==> config.mk <==
export PLATFORM = sky130hd
export DESIGN_NAME = dkong_obj_dma
export DESIGN_NICKNAME = d
export VERILOG_FILES = /design/src/rtl/dkong_obj_dma_pkg.sv /design/src/rtl/dkong_obj_dma_regs.sv /design/src/rtl/dkong_obj_dma.sv
export SDC_FILE = /design/constraint.sdc
export NUM_CORES = 1
export LEC_CHECK = 0
export ABC_AREA = 0
export BUFFER_PORTS_ARGS = -buffer_cell sky130_fd_sc_hd__buf_2
export CAP_MARGIN = 20
export CORE_MARGIN = 4
export CORE_UTILIZATION = 30
export DETAILED_ROUTE_END_ITERATION = 7
export SETUP_SLACK_MARGIN = 0.4
export SLEW_MARGIN = 30
export SYNTH_ARGS = -nofsm -noshare
export SYNTH_HDL_FRONTEND = slang
export SYNTH_SLANG_ARGS = --single-unit
==> constraint.sdc <==
create_clock -name I_CLK24M -period 5.1 [get_ports I_CLK24M]
set_input_delay 0.51 -clock I_CLK24M [delete_from_list [all_inputs] [get_ports I_CLK24M]]
set_output_delay 0.51 -clock I_CLK24M [all_outputs]
set_load 0.02 [all_outputs]
==> src/rtl/dkong_obj_dma_pkg.sv <==
// Shared types and constants for the object-RAM DMA sequencer.
package dkong_obj_dma_pkg;

    localparam int LEN_W = 14;
    localparam logic [LEN_W-1:0] LEN_ONE = LEN_W'(1);

    typedef enum logic [2:0] {
        IDLE = 3'd0,
        REQ  = 3'd1,
        RD   = 3'd2,
        WR   = 3'd3,
        DONE = 3'd4
    } dma_state_t;

    localparam logic [2:0] REG_SRC_LO = 3'd0;
    localparam logic [2:0] REG_SRC_HI = 3'd1;
    localparam logic [2:0] REG_DST_LO = 3'd2;
    localparam logic [2:0] REG_DST_HI = 3'd3;
    localparam logic [2:0] REG_LEN_LO = 3'd4;
    localparam logic [2:0] REG_LEN_HI = 3'd5;

endpackage

==> src/rtl/dkong_obj_dma_regs.sv <==
// DMA programming registers: falling-edge write capture, locked while busy,
// and the post-transfer length clear requested by the parent.
module dkong_obj_dma_regs
    import dkong_obj_dma_pkg::*;
#(
    parameter logic [15:0]      SRC_DEFAULT = 16'h6900,
    parameter logic [15:0]      DST_DEFAULT = 16'h7000,
    parameter logic [LEN_W-1:0] LEN_DEFAULT = 14'd384
) (
    input  logic             I_CLK24M,
    input  logic             I_RESET,
    input  logic             I_CFG_WR_n,
    input  logic [2:0]       I_CFG_A,
    input  logic [7:0]       I_CFG_DB,
    input  logic             busy,
    input  logic             len_clr,
    output logic [15:0]      src,
    output logic [15:0]      dst,
    output logic [LEN_W-1:0] len
);

    logic wr_n_q;
    logic wr_stb;

    assign wr_stb = !I_CFG_WR_n && wr_n_q && !busy;

    always_ff @(posedge I_CLK24M) begin
        if (I_RESET) begin
            wr_n_q <= 1'b1;
            src    <= SRC_DEFAULT;
            dst    <= DST_DEFAULT;
            len    <= LEN_DEFAULT;
        end else begin
            wr_n_q <= I_CFG_WR_n;
            if (wr_stb) begin
                case (I_CFG_A)
                    REG_SRC_LO: src[7:0]       <= I_CFG_DB;
                    REG_SRC_HI: src[15:8]      <= I_CFG_DB;
                    REG_DST_LO: dst[7:0]       <= I_CFG_DB;
                    REG_DST_HI: dst[15:8]      <= I_CFG_DB;
                    REG_LEN_LO: len[7:0]       <= I_CFG_DB;
                    REG_LEN_HI: len[LEN_W-1:8] <= I_CFG_DB[LEN_W-9:0];
                    default: ;
                endcase
            end
            // only asserted in DONE, when writes are already locked out
            if (len_clr)
                len <= '0;
        end
    end

endmodule

==> src/rtl/dkong_obj_dma.sv <==
// Sprite DMA: copies a work-RAM block into object RAM under BUSRQ/BUSAK.
// Build option DKONG_OBJ_DMA_AUTOINIT_EN keeps the length programmed after DONE.
//
//  state | meaning
//  IDLE  | bus released, waiting for a pending trigger on a tick
//  REQ   | BUSRQ_n low, waiting for BUSAK_n (also re-entered after losing the bus)
//  RD    | source address out, MEMRD_n low for one tick period
//  WR    | destination address out, OBJ_WR_n low for one tick period
//  DONE  | bus released, TC pulsed, back to IDLE on next tick
module dkong_obj_dma
    import dkong_obj_dma_pkg::*;
#(
    parameter logic [15:0]      SRC_DEFAULT = 16'h6900,
    parameter logic [15:0]      DST_DEFAULT = 16'h7000,
    parameter logic [LEN_W-1:0] LEN_DEFAULT = 14'd384
) (
    input  logic        I_CLK24M,
    input  logic        I_RESET,
    input  logic        I_CLK_EN_P,
    input  logic        I_DRQ,
    input  logic        I_CFG_WR_n,
    input  logic [2:0]  I_CFG_A,
    input  logic [7:0]  I_CFG_DB,
    input  logic        I_BUSAK_n,
    input  logic [7:0]  I_DB,
    output logic        O_BUSRQ_n,
    output logic [15:0] O_AB,
    output logic [7:0]  O_DB,
    output logic        O_MEMRD_n,
    output logic        O_OBJ_WR_n,
    output logic        O_BUSY,
    output logic        O_TC
);

    dma_state_t       state;
    logic             drq_q;
    logic             pending;
    logic [15:0]      work_src;
    logic [15:0]      work_dst;
    logic [LEN_W-1:0] work_len;
    logic [15:0]      reg_src;
    logic [15:0]      reg_dst;
    logic [LEN_W-1:0] reg_len;
    logic             len_clr;

`ifdef DKONG_OBJ_DMA_AUTOINIT_EN
    assign len_clr = 1'b0;
`else
    assign len_clr = O_TC;
`endif

    dkong_obj_dma_regs #(
        .SRC_DEFAULT (SRC_DEFAULT),
        .DST_DEFAULT (DST_DEFAULT),
        .LEN_DEFAULT (LEN_DEFAULT)
    ) u_regs (
        .I_CLK24M   (I_CLK24M),
        .I_RESET    (I_RESET),
        .I_CFG_WR_n (I_CFG_WR_n),
        .I_CFG_A    (I_CFG_A),
        .I_CFG_DB   (I_CFG_DB),
        .busy       (O_BUSY),
        .len_clr    (len_clr),
        .src        (reg_src),
        .dst        (reg_dst),
        .len        (reg_len)
    );

    always_ff @(posedge I_CLK24M) begin
        if (I_RESET) begin
            state      <= IDLE;
            drq_q      <= 1'b0;
            pending    <= 1'b0;
            work_src   <= '0;
            work_dst   <= '0;
            work_len   <= '0;
            O_BUSRQ_n  <= 1'b1;
            O_AB       <= '0;
            O_DB       <= '0;
            O_MEMRD_n  <= 1'b1;
            O_OBJ_WR_n <= 1'b1;
            O_BUSY     <= 1'b0;
            O_TC       <= 1'b0;
        end else begin
            drq_q <= I_DRQ;
            O_TC  <= 1'b0;
            if (I_DRQ && !drq_q && !O_BUSY)
                pending <= 1'b1;

            case (state)
                IDLE: begin
                    if (I_CLK_EN_P && pending) begin
                        pending   <= 1'b0;
                        work_src  <= reg_src;
                        work_dst  <= reg_dst;
                        work_len  <= reg_len;
                        O_BUSY    <= 1'b1;
                        O_BUSRQ_n <= 1'b0;
                        state     <= REQ;
                    end
                end
                REQ: begin
                    if (I_CLK_EN_P && !I_BUSAK_n) begin
                        if (work_len == '0) begin
                            O_BUSRQ_n <= 1'b1;
                            O_TC      <= 1'b1;
                            state     <= DONE;
                        end else begin
                            O_AB      <= work_src;
                            O_MEMRD_n <= 1'b0;
                            state     <= RD;
                        end
                    end
                end
                RD: begin
                    // losing the bus parks in REQ; the byte restarts from RD
                    if (I_BUSAK_n) begin
                        O_MEMRD_n <= 1'b1;
                        state     <= REQ;
                    end else if (I_CLK_EN_P) begin
                        O_DB       <= I_DB;
                        O_AB       <= work_dst;
                        O_MEMRD_n  <= 1'b1;
                        O_OBJ_WR_n <= 1'b0;
                        state      <= WR;
                    end
                end
                WR: begin
                    if (I_BUSAK_n) begin
                        O_OBJ_WR_n <= 1'b1;
                        state      <= REQ;
                    end else if (I_CLK_EN_P) begin
                        O_OBJ_WR_n <= 1'b1;
                        work_src   <= work_src + 16'd1;
                        work_dst   <= work_dst + 16'd1;
                        work_len   <= work_len - LEN_ONE;
                        if (work_len == LEN_ONE) begin
                            O_BUSRQ_n <= 1'b1;
                            O_TC      <= 1'b1;
                            state     <= DONE;
                        end else begin
                            O_AB      <= work_src + 16'd1;
                            O_MEMRD_n <= 1'b0;
                            state     <= RD;
                        end
                    end
                end
                DONE: begin
                    if (I_CLK_EN_P) begin
                        O_BUSY <= 1'b0;
                        O_AB   <= '0;
                        state  <= IDLE;
                    end
                end
                default: state <= IDLE;
            endcase
        end
    end

endmodule

==> results of run 1 <==
## Yosys cell counts (3+ instances only)
cell	instances
sky130_fd_sc_hd__dfxtp_1	127
sky130_fd_sc_hd__nor2_1	106
sky130_fd_sc_hd__nand2_1	83
sky130_fd_sc_hd__a21oi_1	72
sky130_fd_sc_hd__o21ai_0	61
sky130_fd_sc_hd__clkbuf_1	57
sky130_fd_sc_hd__mux2i_1	56
sky130_fd_sc_hd__nand3_1	21
sky130_fd_sc_hd__nor3_1	17
sky130_fd_sc_hd__a31oi_1	16
sky130_fd_sc_hd__and2_1	11
sky130_fd_sc_hd__a211oi_1	10
sky130_fd_sc_hd__or3_1	9
sky130_fd_sc_hd__a21o_1	8
sky130_fd_sc_hd__a22oi_1	8
sky130_fd_sc_hd__inv_1	7
sky130_fd_sc_hd__nand4_1	7
sky130_fd_sc_hd__nor2b_1	7
sky130_fd_sc_hd__nor4_1	7
sky130_fd_sc_hd__and4_1	6
sky130_fd_sc_hd__a2bb2oi_1	5
sky130_fd_sc_hd__o211ai_1	5
sky130_fd_sc_hd__o41ai_1	5
sky130_fd_sc_hd__a221oi_1	4
sky130_fd_sc_hd__a22o_1	4
sky130_fd_sc_hd__a311oi_1	4
sky130_fd_sc_hd__and3_1	4
sky130_fd_sc_hd__buf_1	4
sky130_fd_sc_hd__ha_1	4
sky130_fd_sc_hd__nor3b_1	4
sky130_fd_sc_hd__o21a_1	4
sky130_fd_sc_hd__o22ai_1	4
sky130_fd_sc_hd__or4_1	4
sky130_fd_sc_hd__xnor2_1	4
sky130_fd_sc_hd__a222oi_1	3
sky130_fd_sc_hd__a32o_1	3
sky130_fd_sc_hd__buf_2	3
sky130_fd_sc_hd__o32ai_1	3
sky130_fd_sc_hd__or2_2	3
## metrics by stage
step	cell area [um2]	cells	hold WS, ns	utilization [%]
6_report	7450	1102	0.319	35.5
5_1_grt	7440	1101	0.321	35.5
4_1_cts	7440	1101	0.304	35.5
3_5_place_dp	6810	1072	0.445	32.5
3_3_place_gp	6810	1072	0.443	32.5
2_1_floorplan	6380	801	0.436	-
## worst paths after layout
path,from,end,depth (start not counted)
min,I_DB[1],O_DB[1]$_SDFFE_PP0P_,3
min reg2reg,O_AB[4]$_SDFFE_PP0P_,O_AB[4]$_SDFFE_PP0P_,2
max reg2reg,state[2]$_SDFFE_PP0P_,O_AB[3]$_SDFFE_PP0P_,6
max,state[2]$_SDFFE_PP0P_,O_AB[3]$_SDFFE_PP0P_,6
## final cells by class
type	instances	share of cell area, %
multi-input combinational	601	47.8
sequential	127	34.2
clock buffer	23	6.69
tap	275	4.62
timing repair buffer	61	4.57
clock inverter	6	1.75
inverter	8	0.403
antenna	1	0.0336
## critical path: cells and delay by family (launching register included)
kind | cells | cell delay [ns]
buffers and inverters | 1 | 0.37
AO/OA/AOI/OAI | 3 | 0.93
AND/OR/NAND/NOR | 2 | 0.79
flip-flops | 1 | 0.65
## cell families (layout without fill, tap and decap cells)
| kind of cell | count (synthesis) | after routing |
|---|---|---|
| other cells | 0 | 1 |
| mux | 56 | 56 |
| compound gates | 233 | 233 |
| simple gates | 303 | 303 |
| xor+xnor | 5 | 5 |
| flops | 127 | 127 |
| buf+inv | 73 | 98 |
| fa+ha+maj | 4 | 4 |
## state kept, by name, indices dropped and copies added (netlist names)
| register | cells |
|---|---|
| u_regs.src | 16 |
| O_BUSRQ_n | 1 |
| O_AB | 16 |
| work_len | 14 |
| O_BUSY | 1 |
| state | 3 |
| O_MEMRD_n | 1 |
| work_src | 16 |
| u_regs.len | 14 |
| work_dst | 16 |
| O_DB | 8 |
| u_regs.wr_n_q | 1 |
| u_regs.dst | 16 |
| drq_q | 1 |
| pending | 1 |
| O_TC | 1 |
| O_OBJ_WR_n | 1 |
## report_power, final
| group | switching (mW) | total (mW) | internal (mW) | leakage, nW |
|---|---|---|---|---|
| clock network | 0.421 | 1.29 | 0.873 | 0.311 |
| logic | 0.0986 | 0.155 | 0.0560 | 1.70 |
| registers | 0.0262 | 1.04 | 1.01 | 1.03 |
## layer usage
| layer | wire (um) | share of wire, % | GRT usage (%) | vias to the layer above |
|---|---|---|---|---|
| met1 | 9350 | 51 | 23.5 | 2715 |
| met3 | 1330 | 7.3 | 4.28 | 14 |
| met4 | 177 | 0.97 | 4.12 | 0 |
| met5 | 0 | 0 | 0 | - |
| li1 | - | - | - | 2940 |
| met2 | 7340 | 40 | 20.4 | 190 |
==> results.ini, run 1 <==
[clocking]
post-cts-setup-buffer-count = 0
cts_buffers = 17
path_clk_slew_ns = 0.06
h-tree-depth = 4
postCtsHoldBufs = 0
insertion_delay_ns = 0.42
clock_tree.buffer_depth = 2
post_cts.resized_instances = 0
tritoncts_clock_tree = built
numClockSinks = 127
cts.root.buffer_cell = sky130_fd_sc_hd__clkbuf_16

[critical_path]
worstSetupPathType = register to register
reg2reg_slack_ns = 2.27
critical_path_cell_by_cell = nand3b_1 > buf_12 > o22ai_1 > a221o_2 > or4_1 > a21oi_1
startpoint_type = register
worstSetupEndpointType = register
timing.critical_path.required_ns = 5.44
path_max_fanout = 109
crit_path_top_delay_cell = sky130_fd_sc_hd__dfxtp_1
slowest_delay_ns = 0.65
arrival_ns = 3.17

[placement]
port_buffers = 53
detailed_place_hpwl_um = 12300
globalplace.congestion = 0.821
post_placement_setup_slack_ns = 2.24

[synthesis]
synthTopCellsByArea = sky130_fd_sc_hd__dfxtp_1 (40%), sky130_fd_sc_hd__mux2i_1 (8.8%), sky130_fd_sc_hd__nor2_1 (6.2%)
synth.distinct_cells = 62
combinational_family_with_the_most_area_after_synthesis = compound AO/OA/AOI/OAI gates
yosys.area.top_type_share_pct = 39.8
synth_enable_flop_cells = 0
ys.flop_type = sky130_fd_sc_hd__dfxtp_1
yosys.area_share.simple_pct = 22.7
asyncSetResetFlopFracSynth_pct = 0
postSynthRegisterBits = 127
synth-compound-area-share_pct = 22.8
mappedNetlistNets = 830
adder_and_majority_cell_fraction_of_the_synthesized_area_pct = 0.784
post_synth_instance_area_um2 = 6380
xor_xnor_share_of_the_synthesized_area_pct = 0.686
syn-mean-instance-area_um2 = 7.97
synth_sequential_area_ratio_pct = 39.8
ys.warnings.count = 0
synth_cells = 801
muxShareOfSynthArea_pct = 8.78
post-synth-top-area-cell = sky130_fd_sc_hd__dfxtp_1

[sta]
slew_violations = 0
rsz0062_at_grt = no
clock_skew_ns = 0.00979
maxClockFrequency_ghz = 0.353
fin_setup_tns_ns = 0
final.period_utilization_pct = 55.6
final-setup-viol-count = 0
worst_pin_slew_ns = 0.848
finalHoldViolations = 0
slew-limit-headroom_pct = 43.5
setup_ws_ns = 2.27
fin_crit_ns = 2.83

[power]
power.leakage_nw = 3.04
cellPowerDensity_nw_per_um2 = 334
p_total_mw = 2.49
ir_drop_worst_case_vdd_v = 0.000228

[floorplanning]
die_y_um = 154
placement_rows = 53
die-area_um2 = 23700
die_x_um = 154
start_util_pct = 30.5
core-area_um2 = 21000
top_level_ports = 54

[route]
post-route-drc-count = 0
drt_first_pass_iters = 7
drtAntennaViolNets = 0
first_iter_violations = 396
vias = 5859
routed_via_density = 5.32
postRouteWirelength_um = 18200
drt-wirelength-per-cell_um = 16.5

[global_routing]
globalRoute.totalOverflow = 0
grt_antenna_before_repair = 0
grt_first_pass_wirelength_um = 28900
grt.total_usage_pct = 15.2
grt_pass1_vias = 5093
maximum_number_of_pins_on_one_net_before_global_route_repair = 110

[finish]
area.growth.synth_to_final_pct = 16.7
fillerInstances = 2228
commonest_cells_after_routing_fill_and_taps_aside = sky130_fd_sc_hd__dfxtp_1 (126), sky130_fd_sc_hd__nor2_1 (106), sky130_fd_sc_hd__nand2_1 (83)
layout-drive-gt1-share_pct = 11.9
sequential_cell_area_um2 = 2540
multi_input_area_um2 = 3560
fin_nets = 845
layout.cells.most_common = sky130_fd_sc_hd__dfxtp_1

[run_status]
outcome = completed

[flow_run]
total_of_max_cap_violations = 0

[worst_hold_path]
worst_hold_class = input port to register

(Power assumes the default switching activity.)
==> run 2: changes to the inputs <==
Clock period 5.1 ns to 2.36 ns, I/O delays scaled along.
==> run 2 against run 1 <==
Against the previous run:
- setup slack worse by 1.9 ns
- power rose by 110%
- count of clock-buffer cells in the layout down 3
- critical path type unchanged
- worst hold slack got worse by 0.28 ns
- sequential power increased by 120%
- via count grew 2.4%
- critical endpoint unchanged
- sequential share of layout area decreased by 1.3 points
- global-route usage is 0.59 points higher
==> results.ini, run 2 (synthesized netlist as in run 1, its figures left out) <==
[route]
post-route-drc-count = 0
drt-wirelength-per-cell_um = 16.6
drt_first_pass_iters = 5
drtAntennaViolNets = 0
postRouteWirelength_um = 18800
first_iter_violations = 606
routed_via_density = 5.32
vias = 5998

[global_routing]
grt_antenna_before_repair = 3
maximum_number_of_pins_on_one_net_before_global_route_repair = 109
grt_pass1_vias = 5368
groute.layer.met2.usage_pct = 21.3
global_route.peak_usage_layer = met1
grt_first_pass_wirelength_um = 30200
grtUsageMet3_pct = 4.67
globalRoute.totalOverflow = 0
grt.total_usage_pct = 15.8
use_met1_pct = 23.9

[placement]
detailed_place_hpwl_um = 12700
placement.cell_area_um2 = 6990
port_buffers = 53
post_placement_setup_slack_ns = 0.0845
numPlacedInstances = 1086
globalplace.congestion = 0.845

[critical_path]
r2r_cells = 5
worstSetupEndpointType = register
startpoint_type = register
worstSetupPathType = register to register
crit-reg2reg-launch = state[0]$_SDFFE_PP0P_
setup.worst_path.end = O_AB[3]$_SDFFE_PP0P_
path_max_fanout = 12
cp-startpoint = state[0]$_SDFFE_PP0P_
r2r_end = O_AB[3]$_SDFFE_PP0P_
arrival_ns = 2.38
reg2reg_slack_ns = 0.32
timing.critical_path.required_ns = 2.70

[power]
power.leakage_nw = 3.17
ir_drop_worst_case_vdd_v = 0.000469
p_total_mw = 5.31
cellPowerDensity_nw_per_um2 = 681

[sta]
final.period_utilization_pct = 86.3
fin_setup_tns_ns = 0
slew-limit-headroom_pct = 52.5
slew_violations = 0
finalHoldViolations = 0
maxClockFrequency_ghz = 0.491
final-setup-viol-count = 0
clock_skew_ns = 0.00805
fin_crit_ns = 2.04
worst_pin_slew_ns = 0.713
setup_ws_ns = 0.324
rsz0062_at_grt = yes
finalHoldWorstSlack_ns = 0.0411

[clocking]
postCtsHoldBufs = 0
insertion_delay_ns = 0.42
path_clk_slew_ns = 0.06
numClockSinks = 127
cts_buffers = 17
cts.root.buffer_cell = sky130_fd_sc_hd__clkbuf_16
tritoncts_clock_tree = built
clock_tree.buffer_depth = 2
h-tree-depth = 4

[finish]
diodes = 0
multi_input_area_um2 = 3670
layoutNonFillerInstCount = 1128
fillerInstances = 2224
layout.cells.most_common = sky130_fd_sc_hd__dfxtp_1
sequential_cell_area_um2 = 2560
layout-drive-gt1-share_pct = 18.2
fin_nets = 870
area.growth.synth_to_final_pct = 22.0
commonest_cells_after_routing_fill_and_taps_aside = sky130_fd_sc_hd__dfxtp_1 (118), sky130_fd_sc_hd__nor2_1 (104), sky130_fd_sc_hd__nand2_1 (82)
final_util_pct = 37.2
layout.cell_area.non_filler_um2 = 7790

[floorplanning]
top_level_ports = 54
die_y_um = 154
core-area_um2 = 21000
start_util_pct = 30.5
die_x_um = 154
die-area_um2 = 23700
placement_rows = 53

[worst_hold_path]
worst_hold_class = input port to register

[flow_run]
total_of_max_cap_violations = 0

[run_status]
outcome = completed

-- run 2: changes by cell type in the layout (fill, tap and decap cells not counted), sizes merged --
| cell | previous run | this run |
|---|---|---|
| clkinvlp | 0 | 1 |
| clkinv | 3 | 8 |
| bufinv | 4 | 3 |
| diode | 1 | 0 |
| clkbuf | 23 | 20 |
| buf | 61 | 86 |
-- run 2: worst min path at each step --
stage / startpoint / to / depth (start not counted)
global placement: O_AB[4]$_SDFFE_PP0P_ / O_AB[4]$_SDFFE_PP0P_ / 2
floorplan: I_CFG_WR_n / u_regs.wr_n_q$_SDFF_PP1_ / 1
detailed placement: O_AB[5]$_SDFFE_PP0P_ / O_AB[5]$_SDFFE_PP0P_ / 2
finish: I_DRQ / drq_q$_SDFF_PP0_ / 2
CTS: I_DRQ / drq_q$_SDFF_PP0_ / 2
global route: I_DRQ / drq_q$_SDFF_PP0_ / 2
-- run 2: timing repair --
action / 4_1_cts / 5_1_grt
setup endpoints to repair: 21 / 36
resized for setup: 16 / 21
pin swaps: 5 / 5
setup buffers: 6 / 5
-- run 2: layout make-up --
cell class / count / area share [%]
clock inverters: 11 / 1.80
repair buffers: 86 / 7.52
inverters: 8 / 0.418
flip-flops and latches: 127 / 32.9
clock buffers: 20 / 5.87
multi-input cells: 601 / 47.1
well taps: 275 / 4.42
-- run 2: per-layer routing --
layer  routed length [um]  vias to the layer above
met3                 1270                       22
met4                  293                        4
met2                 7670                      180
li1                     -                     2997
met1                 9510                     2795
met5                   21                        -
-- run 2: critical path, cell delays in order, from the launching register on --
cell                      delay, ns
sky130_fd_sc_hd__dfxtp_4       0.41
sky130_fd_sc_hd__nor2_1        0.08
sky130_fd_sc_hd__or3_1         0.38
sky130_fd_sc_hd__a221o_2       0.45
sky130_fd_sc_hd__or4_1         0.52
sky130_fd_sc_hd__a21oi_1       0.12
-- run 2: report_power, final --
part	switching, mW	internal, mW
Sequential	0.0513	2.19
Combinational	0.235	0.160
Clock	0.967	1.70
Total	1.25	4.05
